### src/rtl/convolution_coprocessor_pkg.sv
// Shared types and default widths for the convolution coprocessor tap sequencer.
package convolution_coprocessor_pkg;
  localparam int ADDR_WIDTH_DEF = 5;

  // Sizes go up to 2^ADDR_WIDTH inclusive, so they need one more bit than an address.
  function automatic int size_width(input int aw);
    return aw + 1;
  endfunction

  localparam int SIZE_WIDTH_DEF = size_width(ADDR_WIDTH_DEF);

  typedef enum logic [1:0] {
    ST_IDLE,
    ST_SETUP,
    ST_RUN,
    ST_DONE
  } state_e;
endpackage

### src/rtl/convolution_coprocessor_range_calc.sv
// Valid tap range for output n: kmin = max(0, n-N+1), kmax = min(n, M-1).
module convolution_coprocessor_range_calc #(
  parameter int AW = 5,
  parameter int NW = AW + 1,
  parameter int SW = AW + 1
) (
  input  logic [NW-1:0] n_i,
  input  logic [SW-1:0] m_i,
  input  logic [SW-1:0] h_i,
  output logic [AW-1:0] kmin_o,
  output logic [AW-1:0] kmax_o
);
  // One spare bit over the widest operand keeps n-N+1 from wrapping.
  localparam int IW = ((NW > SW) ? NW : SW) + 1;
  localparam logic signed [IW-1:0] ONE = 1;

  logic signed [IW-1:0] n_s, m_s, h_s, lo, m1;

  always_comb begin
    n_s    = IW'(n_i);
    m_s    = IW'(m_i);
    h_s    = IW'(h_i);
    lo     = n_s - h_s + ONE;
    m1     = m_s - ONE;
    kmin_o = lo[IW-1] ? '0 : lo[AW-1:0];
    kmax_o = (n_s < m1) ? n_s[AW-1:0] : m1[AW-1:0];
  end
endmodule

### src/rtl/convolution_coprocessor_index_gen.sv
// Walks every output n of a length-M by length-N convolution and streams the
// valid (k, n-k) tap pairs to the MAC datapath over valid/ready.
module convolution_coprocessor_index_gen
  import convolution_coprocessor_pkg::*;
#(
  parameter int ADDR_WIDTH = ADDR_WIDTH_DEF,
  parameter int SIZE_WIDTH = ADDR_WIDTH + 1
) (
  input  logic                  clk_i,
  input  logic                  rst_i,
  input  logic                  start_i,
  input  logic [SIZE_WIDTH-1:0] size_x_i,
  input  logic [SIZE_WIDTH-1:0] size_h_i,
  output logic                  busy_o,
  output logic                  done_o,
  output logic                  err_o,
  output logic                  tap_valid_o,
  input  logic                  tap_ready_i,
  output logic [ADDR_WIDTH-1:0] addr_x_o,
  output logic [ADDR_WIDTH-1:0] addr_h_o,
  output logic [ADDR_WIDTH:0]   addr_y_o,
  output logic                  first_tap_o,
  output logic                  last_tap_o
);
  localparam int NW = ADDR_WIDTH + 1;
  localparam logic [SIZE_WIDTH-1:0] MAX_LEN = SIZE_WIDTH'(1 << ADDR_WIDTH);

  state_e                state_q, state_d;
  logic [SIZE_WIDTH-1:0] m_q, m_d, h_q, h_d;
  logic [NW-1:0]         n_q, n_d, n_la;
  logic [ADDR_WIDTH-1:0] k_q, k_d, kmin_q, kmin_d, kmax_q, kmax_d;
  logic [ADDR_WIDTH-1:0] kmin_nxt, kmax_nxt;
  logic                  err_q, err_d;
  logic [SIZE_WIDTH:0]   n_end;
  logic                  n_more;

  // Lookahead on the next output so an n step loads k/kmin/kmax in one cycle.
  assign n_la = (state_q == ST_SETUP) ? '0 : n_q + NW'(1);

  convolution_coprocessor_range_calc #(
    .AW(ADDR_WIDTH),
    .NW(NW),
    .SW(SIZE_WIDTH)
  ) u_range (
    .n_i   (n_la),
    .m_i   (m_q),
    .h_i   (h_q),
    .kmin_o(kmin_nxt),
    .kmax_o(kmax_nxt)
  );

  assign n_end  = {1'b0, m_q} + {1'b0, h_q} - (SIZE_WIDTH + 1)'(2);
  assign n_more = (SIZE_WIDTH + 1)'(n_q) < n_end;

  always_comb begin
    state_d = state_q;
    m_d     = m_q;
    h_d     = h_q;
    n_d     = n_q;
    k_d     = k_q;
    kmin_d  = kmin_q;
    kmax_d  = kmax_q;
    err_d   = 1'b0;
    unique case (state_q)
      ST_IDLE: begin
        if (start_i) begin
          m_d = size_x_i;
          h_d = size_h_i;
          if (size_x_i == '0 || size_h_i == '0 || size_x_i > MAX_LEN || size_h_i > MAX_LEN)
            err_d = 1'b1;
          else
            state_d = ST_SETUP;
        end
      end
      ST_SETUP: begin
        n_d     = '0;
        k_d     = kmin_nxt;
        kmin_d  = kmin_nxt;
        kmax_d  = kmax_nxt;
        state_d = ST_RUN;
      end
      ST_RUN: begin
        if (tap_ready_i) begin
          if (k_q < kmax_q) begin
            k_d = k_q + ADDR_WIDTH'(1);
          end else if (n_more) begin
            n_d    = n_la;
            k_d    = kmin_nxt;
            kmin_d = kmin_nxt;
            kmax_d = kmax_nxt;
          end else begin
            state_d = ST_DONE;
          end
        end
      end
      ST_DONE: state_d = ST_IDLE;
      default: state_d = ST_IDLE;
    endcase
  end

  always_ff @(posedge clk_i or posedge rst_i) begin
    if (rst_i) begin
      state_q <= ST_IDLE;
      m_q     <= '0;
      h_q     <= '0;
      n_q     <= '0;
      k_q     <= '0;
      kmin_q  <= '0;
      kmax_q  <= '0;
      err_q   <= 1'b0;
    end else begin
      state_q <= state_d;
      m_q     <= m_d;
      h_q     <= h_d;
      n_q     <= n_d;
      k_q     <= k_d;
      kmin_q  <= kmin_d;
      kmax_q  <= kmax_d;
      err_q   <= err_d;
    end
  end

  // j < N <= 2^ADDR_WIDTH, so the low bits of n-k are exact.
  assign tap_valid_o = (state_q == ST_RUN);
  assign busy_o      = (state_q == ST_SETUP) || (state_q == ST_RUN);
  assign done_o      = (state_q == ST_DONE);
  assign err_o       = err_q;
  assign addr_x_o    = k_q;
  assign addr_h_o    = n_q[ADDR_WIDTH-1:0] - k_q;
  assign addr_y_o    = n_q;
  assign first_tap_o = tap_valid_o && (k_q == kmin_q);
  assign last_tap_o  = tap_valid_o && (k_q == kmax_q);
endmodule

### config.mk
export PLATFORM = sky130hd
export DESIGN_NAME = convolution_coprocessor_index_gen
export DESIGN_NICKNAME = d
export VERILOG_FILES = /design/src/rtl/convolution_coprocessor_pkg.sv /design/src/rtl/convolution_coprocessor_range_calc.sv /design/src/rtl/convolution_coprocessor_index_gen.sv
export SDC_FILE = /design/constraint.sdc
export NUM_CORES = 1
export LEC_CHECK = 0
export BUFFER_PORTS_ARGS = -buffer_cell sky130_fd_sc_hd__buf_2
export CAP_MARGIN = 20
export CORE_MARGIN = 3
export CORE_UTILIZATION = 42
export CTS_CLUSTER_DIAMETER = 80
export DETAILED_ROUTE_END_ITERATION = 6
export GPL_TIMING_DRIVEN = 0
export SLEW_MARGIN = 20
export SYNTH_ARGS = -nofsm -noshare
export SYNTH_HDL_FRONTEND = slang
export SYNTH_SLANG_ARGS = --single-unit
### constraint.sdc
create_clock -name clk_i -period 3.1 [get_ports clk_i]
set_clock_uncertainty 0.05 [all_clocks]
set_input_delay 0.62 -clock clk_i [delete_from_list [all_inputs] [get_ports clk_i]]
set_output_delay 0.62 -clock clk_i [all_outputs]
set_load 0.005 [all_outputs]
==> reports/metrics.cfg, run 1 <==
[global_routing]
grt_busiest_layer = met2
grt_usage_pct = 18.6
overflow = 0
grt_pass1_wl_mm = 12.6
grt_max_degree = 30
grt_util_met1_pct = 25.4
gr-usage-met3_pct = 2.79
grt_pass1_vias = 2544
antenna_found_initial = 0
grtUsageMet2_pct = 30.9

[power]
max-vdd-ir-drop_uv = 520
p_leak_nw = 1.96
powerDensity_nw_per_um2 = 1290
power_mw = 4.98

[layout]
drive_gt1_share_pct = 30.0
syn2layout_area_growth_pct = 24.7
layout.cells.non_filler = 483
antennaDiodeCount = 0
nets = 453
fillers = 651

[synth]
async_flop_share_pct = 100
yosysTopAreaCell = dfrtp_1
ys_seq_area_share_pct = 29.0
yosysTopAreaCellShare_pct = 29.0
yosys_warnings = 0
netlist_area_um2 = 3100
synth-seq-cells = 36
synth_edf_count = 0
synth.avg_cell_area_um2 = 9.61
synth_nets = 390
synth.distinct_cells = 53
synth_area_leaders = dfrtp_1 29%, ha_1 19%, inv_1 6.8%, mux2_2 5.8%, xnor2_1 4.2%
synthCells = 323
synth_top_flop_cell = dfrtp_1

[die]
coreArea_um2 = 6980
core.rowCount = 30
die_w_um = 92.0
dieArea_um2 = 8460
die_y_um = 92.0
start_util_pct = 44.4
io_pins = 38

[timing]
fin_ws_ns = -0.153
min_period_ns = 3.25
max_freq_ghz = 0.307
period_share_pct = 105
rsz0062_at_grt = yes
worstMarginPinSlew_ns = 0.585
setup_viol = 22
drv_slew = 0
hold_violations = 0
relSlewSlack_pct = 61.0

[critical_path]
start_kind = flip-flop
critPathBufInv = 7
required_ns = 3.23
end_kind = flip-flop
crit_path_cell_trace = inv_2 -> ha_4 -> inv_2 -> ha_4 -> inv_2 -> fa_2 -> buf_4 -> buf_4 -> xor2_1 -> ha_1 -> a21o_1 -> a21oi_2 -> o21ai_4 -> nand2_2 -> a31oi_4 -> buf_12 -> buf_4 -> a22o_1
crit_family = adder cells
crit_path_max_fanout = 5
worstSetupPathType = reg2reg
cp.arrival_ns = 3.38
crit_slowest_cell = dfrtp_1
slowest_delay_ns = 0.41

[drt]
wl_mm = 7.35
vias = 2512
dr.pass1.iters = 4
drc = 0
detail_route.wl_per_cell_um = 15.2
drtIter0Drc = 105
ant_nets = 0
vias_per_cell = 5.20

[placement]
place.gp.congestion = 0.862
dpl.hpwl_mm = 5.55
numPortBuffers = 37
dp_cells = 457

[cts]
h-tree-depth = 2
numCtsBuffers = 5
cts_tree = done
cts_buffer_depth = 2
clk_latency_ns = 0.29
cts_root_buf = clkbuf_8
clock_sink_count = 36
clk_pin_slew_ns = 0.08

[run]
maxCapViolations = 0

[min_path]
hp-class = in2async

[outcome]
violations = negative setup slack
status = complete, but fails checks

==> stage by stage <==
step / instance area (um2) / setup slack (ns) / hold slack, ns / util, % / setup TNS (ns)
2_1_floorplan: 3110 / -0.0161 / 0.429 / - / -0.0483
3_3_place_gp: 3410 / -0.438 / 0.442 / 48.9 / -6.41
3_5_place_dp: 3430 / -0.432 / 0.446 / 49.2 / -7.03
4_1_cts: 3830 / -0.104 / 0.177 / 54.9 / -1.50
5_1_grt: 3870 / -0.305 / 0.182 / 55.4 / -5.67
6_report: 3870 / -0.153 / 0.176 / 55.4 / -2.25
==> worst register-to-register path: cells and delay by family, from the launching register on <==
kind                     cells  cell delay, ns
XOR/XNOR                     1            0.14
AO/OA/AOI/OAI                5            0.77
flip-flops                   1            0.41
buffers and inverters        7            0.77
AND/OR/NAND/NOR              1            0.12
adder cells (fa/ha/maj)      4            0.88
==> routing by layer <==
layer / up-vias / part of all wire, %
met5: - / 0
met4: 0 / 0.65
met3: 4 / 4.0
met2: 54 / 47
met1: 1199 / 48
li1: 1255 / -
==> layout make-up <==
class                   instances  area [um2]  area share [%]
inverters                      56         210            5.43
multi-input cells             226        2100            54.2
flip-flops and latches         36         901            23.3
clock buffers                   7        96.3            2.49
repair buffers                 57         388            10.0
well taps                      96         120            3.10
clock inverters                 1        30.0           0.776
plain buffers                   4        26.3           0.679
==> synth_stat cells (2+ instances only) <==
cell / count
a32o_1: 2
inv_1: 56
nand3_1: 11
mux2i_1: 10
fa_1: 3
xnor2_1: 15
nand2_1: 13
nor2b_1: 2
a21oi_1: 14
nor3_1: 7
nor4_1: 2
a22o_1: 6
clkbuf_1: 3
nand4_1: 2
o31ai_1: 2
xor2_1: 8
a31oi_1: 4
mux2_2: 16
ha_1: 48
dfrtp_1: 36
nand2b_1: 2
mux2_1: 2
a211oi_1: 2
a21o_1: 7
or3_1: 4
nor2_1: 14
o21ai_0: 5
o21bai_1: 2
==> flip-flops by register name, summed over array words and instances, names as in the netlist <==
signal and flops:
kmax_q 5, err_o 1, h_q 6, addr_y_o 6, m_q 6, addr_x_o 5, state_q 2, kmin_q 5
==> repair_timing <==
action | CTS | global route
resized for setup | 28 | 5
gates cloned | 1 | 0
setup buffers | 16 | 2
endpoints found under the hold margin | 0 | 0
pin swaps | 22 | 8
hold buffers | 0 | 0
setup endpoints to repair | 22 | 23
==> power by group <==
part	internal (mW)	switching (mW)	total [mW]
sequential	0.655	0.188	0.843
clock	0.284	0.174	0.458
combinational	1.76	1.92	3.67
total	2.70	2.28	4.98
==> cell usage in the layout, fill, tap and decap left out, types with 10 or more instances in the layout <==
cell,synthesis,routed
xnor2_1,15,14
nor2_1,14,11
dfrtp_1,36,36
nand2_1,13,13
inv_1,56,49
buf_4,0,15
buf_2,0,37
a21oi_1,14,11
mux2i_1,10,10
ha_1,48,45
mux2_2,16,13
==> logic make-up (layout without fill, tap and decap cells) <==
kind of cell	Yosys count	in the layout	synth area share, %
xor gates and xnor gates	23	23	6.49
DFF	36	36	29.0
and+or+nand+nor	65	65	10.7
buffers and inverters	61	125	7.62
muxes	28	28	9.76
AOI/OAI and AO/OA	59	59	15.1
adders and majority gates	51	51	21.3
==> worst paths after layout <==
path                               endpoint       from  cells past startpoint  slack, ns
worst max-delay path            addr_y_o[4]     h_q[1]                     18      -0.15
worst min-delay path                 m_q[3]      rst_i                      2       0.18
worst max register to register  addr_y_o[4]     h_q[1]                     18      -0.15
worst min register to register    kmax_q[2]  kmax_q[2]                      1       0.47
max in group asynchronous       addr_y_o[0]      rst_i                      3       2.42
min in group clk_i                kmax_q[2]  kmax_q[2]                      1       0.47
(Power assumes the default switching activity.)
==> run 2: changes to the inputs <==
--- a/config.mk
+++ b/config.mk
@@ -9,6 +9,7 @@
 export CAP_MARGIN = 20
 export CORE_MARGIN = 3
 export CORE_UTILIZATION = 42
+export CTS_BUF_LIST = sky130_fd_sc_hd__clkbuf_16
 export CTS_CLUSTER_DIAMETER = 80
 export DETAILED_ROUTE_END_ITERATION = 6
 export GPL_TIMING_DRIVEN = 0
==> run 2 against run 1 <==
Net effect: the run still ends with negative setup slack left; final cell count unchanged; final area is 0.36% higher; sequential share of layout area is 0.083 points lower; global-route usage decreased by 0.17 points; wire length is 1.3% lower; non-clock buffer count stayed put; die area did not move; hold slack gained 0.015 ns; largest cell class unchanged.
==> reports/metrics.cfg, run 2 (synthesis results as in run 1) <==
[cts]
clock_sink_count = 36  ; unchanged
clk_latency_ns = 0.28  ; about the same
clk_pin_slew_ns = 0.06  ; -0.02 ns
numCtsBuffers = 5  ; unchanged
cts_root_buf = clkbuf_16
cts_buffer_depth = 2  ; unchanged
h-tree-depth = 2  ; unchanged
cts_tree = done

[power]
switching_share_pct = 44.9  ; -0.85 points
power_frac_comb_pct = 71.9  ; -1.9 points
p_leak_nw = 1.97  ; +0.51%
cell_internal_pwr_mw = 2.76  ; +2.1%
max-vdd-ir-drop_uv = 503  ; -3.3%
powerDensity_nw_per_um2 = 1290  ; +0.21%
clkPwrFrac_pct = 11.2  ; +2.0 points
seqPwrFrac_pct = 16.9  ; about the same
power_mw = 5.00  ; +0.57%
switchingPower_mw = 2.25  ; -1.3%

[global_routing]
grt_pass1_wl_mm = 12.5  ; -0.88%
antenna_found_initial = 0  ; unchanged
grt_max_degree = 30  ; unchanged
grt_usage_pct = 18.4  ; -0.17 points
overflow = 0  ; unchanged
grt_pass1_vias = 2507  ; -1.5%

[placement]
place.gp.congestion = 0.862  ; unchanged
place_ws_ns = -0.432  ; unchanged
dpl.hpwl_mm = 5.55  ; unchanged
numPortBuffers = 37  ; unchanged

[critical_path]
slowest_delay_ns = 0.40  ; about the same
cpMostUsedCell = inv_2
crit_slowest_cell = dfrtp_1
cp.arrival_ns = 3.45  ; +0.07 ns
crit_path_cell_trace = inv_2 -> ha_4 -> inv_2 -> ha_4 -> inv_2 -> fa_2 -> inv_2 -> a21o_1 -> a21oi_2 -> xor2_1 -> ha_1 -> nand3_2 -> o21ai_4 -> nand2_2 -> buf_6 -> buf_6 -> o211ai_1 -> a32o_2
end_kind = flip-flop
crit_path_max_fanout = 3  ; -2
critPathBufInv = 6  ; -1
r2r-start = h_q[1]
crit_family = adder cells
start_kind = flip-flop
worstSetupPathType = reg2reg
crit_path_start = h_q[1]
required_ns = 3.26  ; +0.03 ns

[layout]
syn2layout_area_growth_pct = 25.1
antennaDiodeCount = 0  ; unchanged
drive_gt1_share_pct = 28.7  ; -1.3 points
final_common_cell = inv_1
final_util_pct = 55.6  ; +0.20 points
nets = 453  ; unchanged
final_cell_mix = 49 x inv_1, 45 x ha_1, 37 x buf_2
fillers = 644  ; -1.1%

[timing]
setup_viol = 21  ; -4.5%
period_share_pct = 106  ; +0.97 points
worstMarginPinSlew_ns = 0.550  ; -0.0353 ns
rsz0062_at_grt = yes
relSlewSlack_pct = 63.3  ; +2.4 points
drv_slew = 0  ; unchanged
min_period_ns = 3.28  ; +0.0301 ns
fin_ws_ns = -0.183  ; -0.0301 ns
max_freq_ghz = 0.305  ; -0.92%
hold_violations = 0  ; unchanged

[die]
core.rowCount = 30  ; unchanged
coreArea_um2 = 6980  ; unchanged
dieArea_um2 = 8460  ; unchanged
io_pins = 38  ; unchanged
die_y_um = 92.0  ; unchanged
start_util_pct = 44.4  ; unchanged
die_w_um = 92.0  ; unchanged

[run]
maxCapViolations = 0  ; unchanged

[drt]
dr.pass1.iters = 4  ; unchanged
ant_nets = 0  ; unchanged
drc = 0  ; unchanged
drtIter0Drc = 114  ; +8.6%
vias = 2525  ; +0.52%
wl_mm = 7.25  ; -1.3%
vias_per_cell = 5.23  ; +0.52%
detail_route.wl_per_cell_um = 15.0  ; -1.3%

[outcome]
violations = negative setup slack
status = complete, but fails checks

[min_path]
hp-class = in2async

-- run 2: what timing repair did --
item	CTS	global route
buffers inserted	12	6
gates resized for setup	26	4
setup endpoints to repair	22	23
hold buffers	0	0
pin swaps	14	13
endpoints found under the hold margin	0	0
cloned	1	0
-- run 2: final cells by class --
class / instances / area, um2 / share of cell area (%)
multi-input cells: 226 / 2070 / 53.4
flip-flops and latches: 36 / 901 / 23.2
repair buffers: 57 / 388 / 9.99
inverters: 56 / 210 / 5.41
clock buffers: 5 / 125 / 3.22
well taps: 96 / 120 / 3.09
clock inverters: 3 / 37.5 / 0.967
plain buffers: 4 / 26.3 / 0.677
-- run 2: power by group through the flow --
stage          Sequential (mW)  Combinational [mW]  Clock (mW)
2_1_floorplan            0.796                2.29           0
3_3_place_gp             0.855                2.91           0
3_5_place_dp             0.860                2.97           0
4_1_cts                  0.844                3.51       0.572
5_1_grt                  0.876                4.04       0.591
6_report                 0.846                3.60       0.559
-- run 2: path summary, 6_finish.rpt --
check,endpoint,slack (ns),cells after the start
max,addr_x_o[4],-0.18,18
min,m_q[3],0.19,2
max reg2reg,addr_x_o[4],-0.18,18
min reg2reg,kmax_q[2],0.46,1
max in group asynchronous,addr_y_o[0],2.40,3
min in group clk_i,kmax_q[2],0.46,1
-- run 2: worst register-to-register path, stage by stage, from the launching register on --
cell	delay [ns]
dfrtp_1	0.40
inv_2	0.09
ha_4	0.20
inv_2	0.06
ha_4	0.13
inv_2	0.04
fa_2	0.36
inv_2	0.06
a21o_1	0.11
a21oi_2	0.05
xor2_1	0.16
ha_1	0.33
nand3_2	0.10
o21ai_4	0.20
nand2_2	0.11
buf_6	0.16
buf_6	0.10
o211ai_1	0.28
a32o_2	0.23
-- run 2: metal layers --
| metal | share of wire, % | vias to the layer above | GRT usage, % |
|---|---|---|---|
| met2 | 46 | 66 | 30.5 |
| li1 | - | 1251 | - |
| met3 | 4.7 | 4 | 2.63 |
| met1 | 48 | 1204 | 25.3 |
| met4 | 0.73 | 0 | 4.58 |
| met5 | 0 | - | 0 |
-- run 2: through the flow --
step / instances / cell area (um2) / setup TNS, ns / hold slack (ns)
detailed placement: 457 / 3430 / -7.03 / 0.446
CTS: 477 / 3830 / -1.87 / 0.194
global route: 483 / 3880 / -5.82 / 0.202
finish: 483 / 3880 / -2.83 / 0.190
global placement: 456 / 3410 / -6.41 / 0.442
floorplan: 323 / 3110 / -0.0483 / 0.429
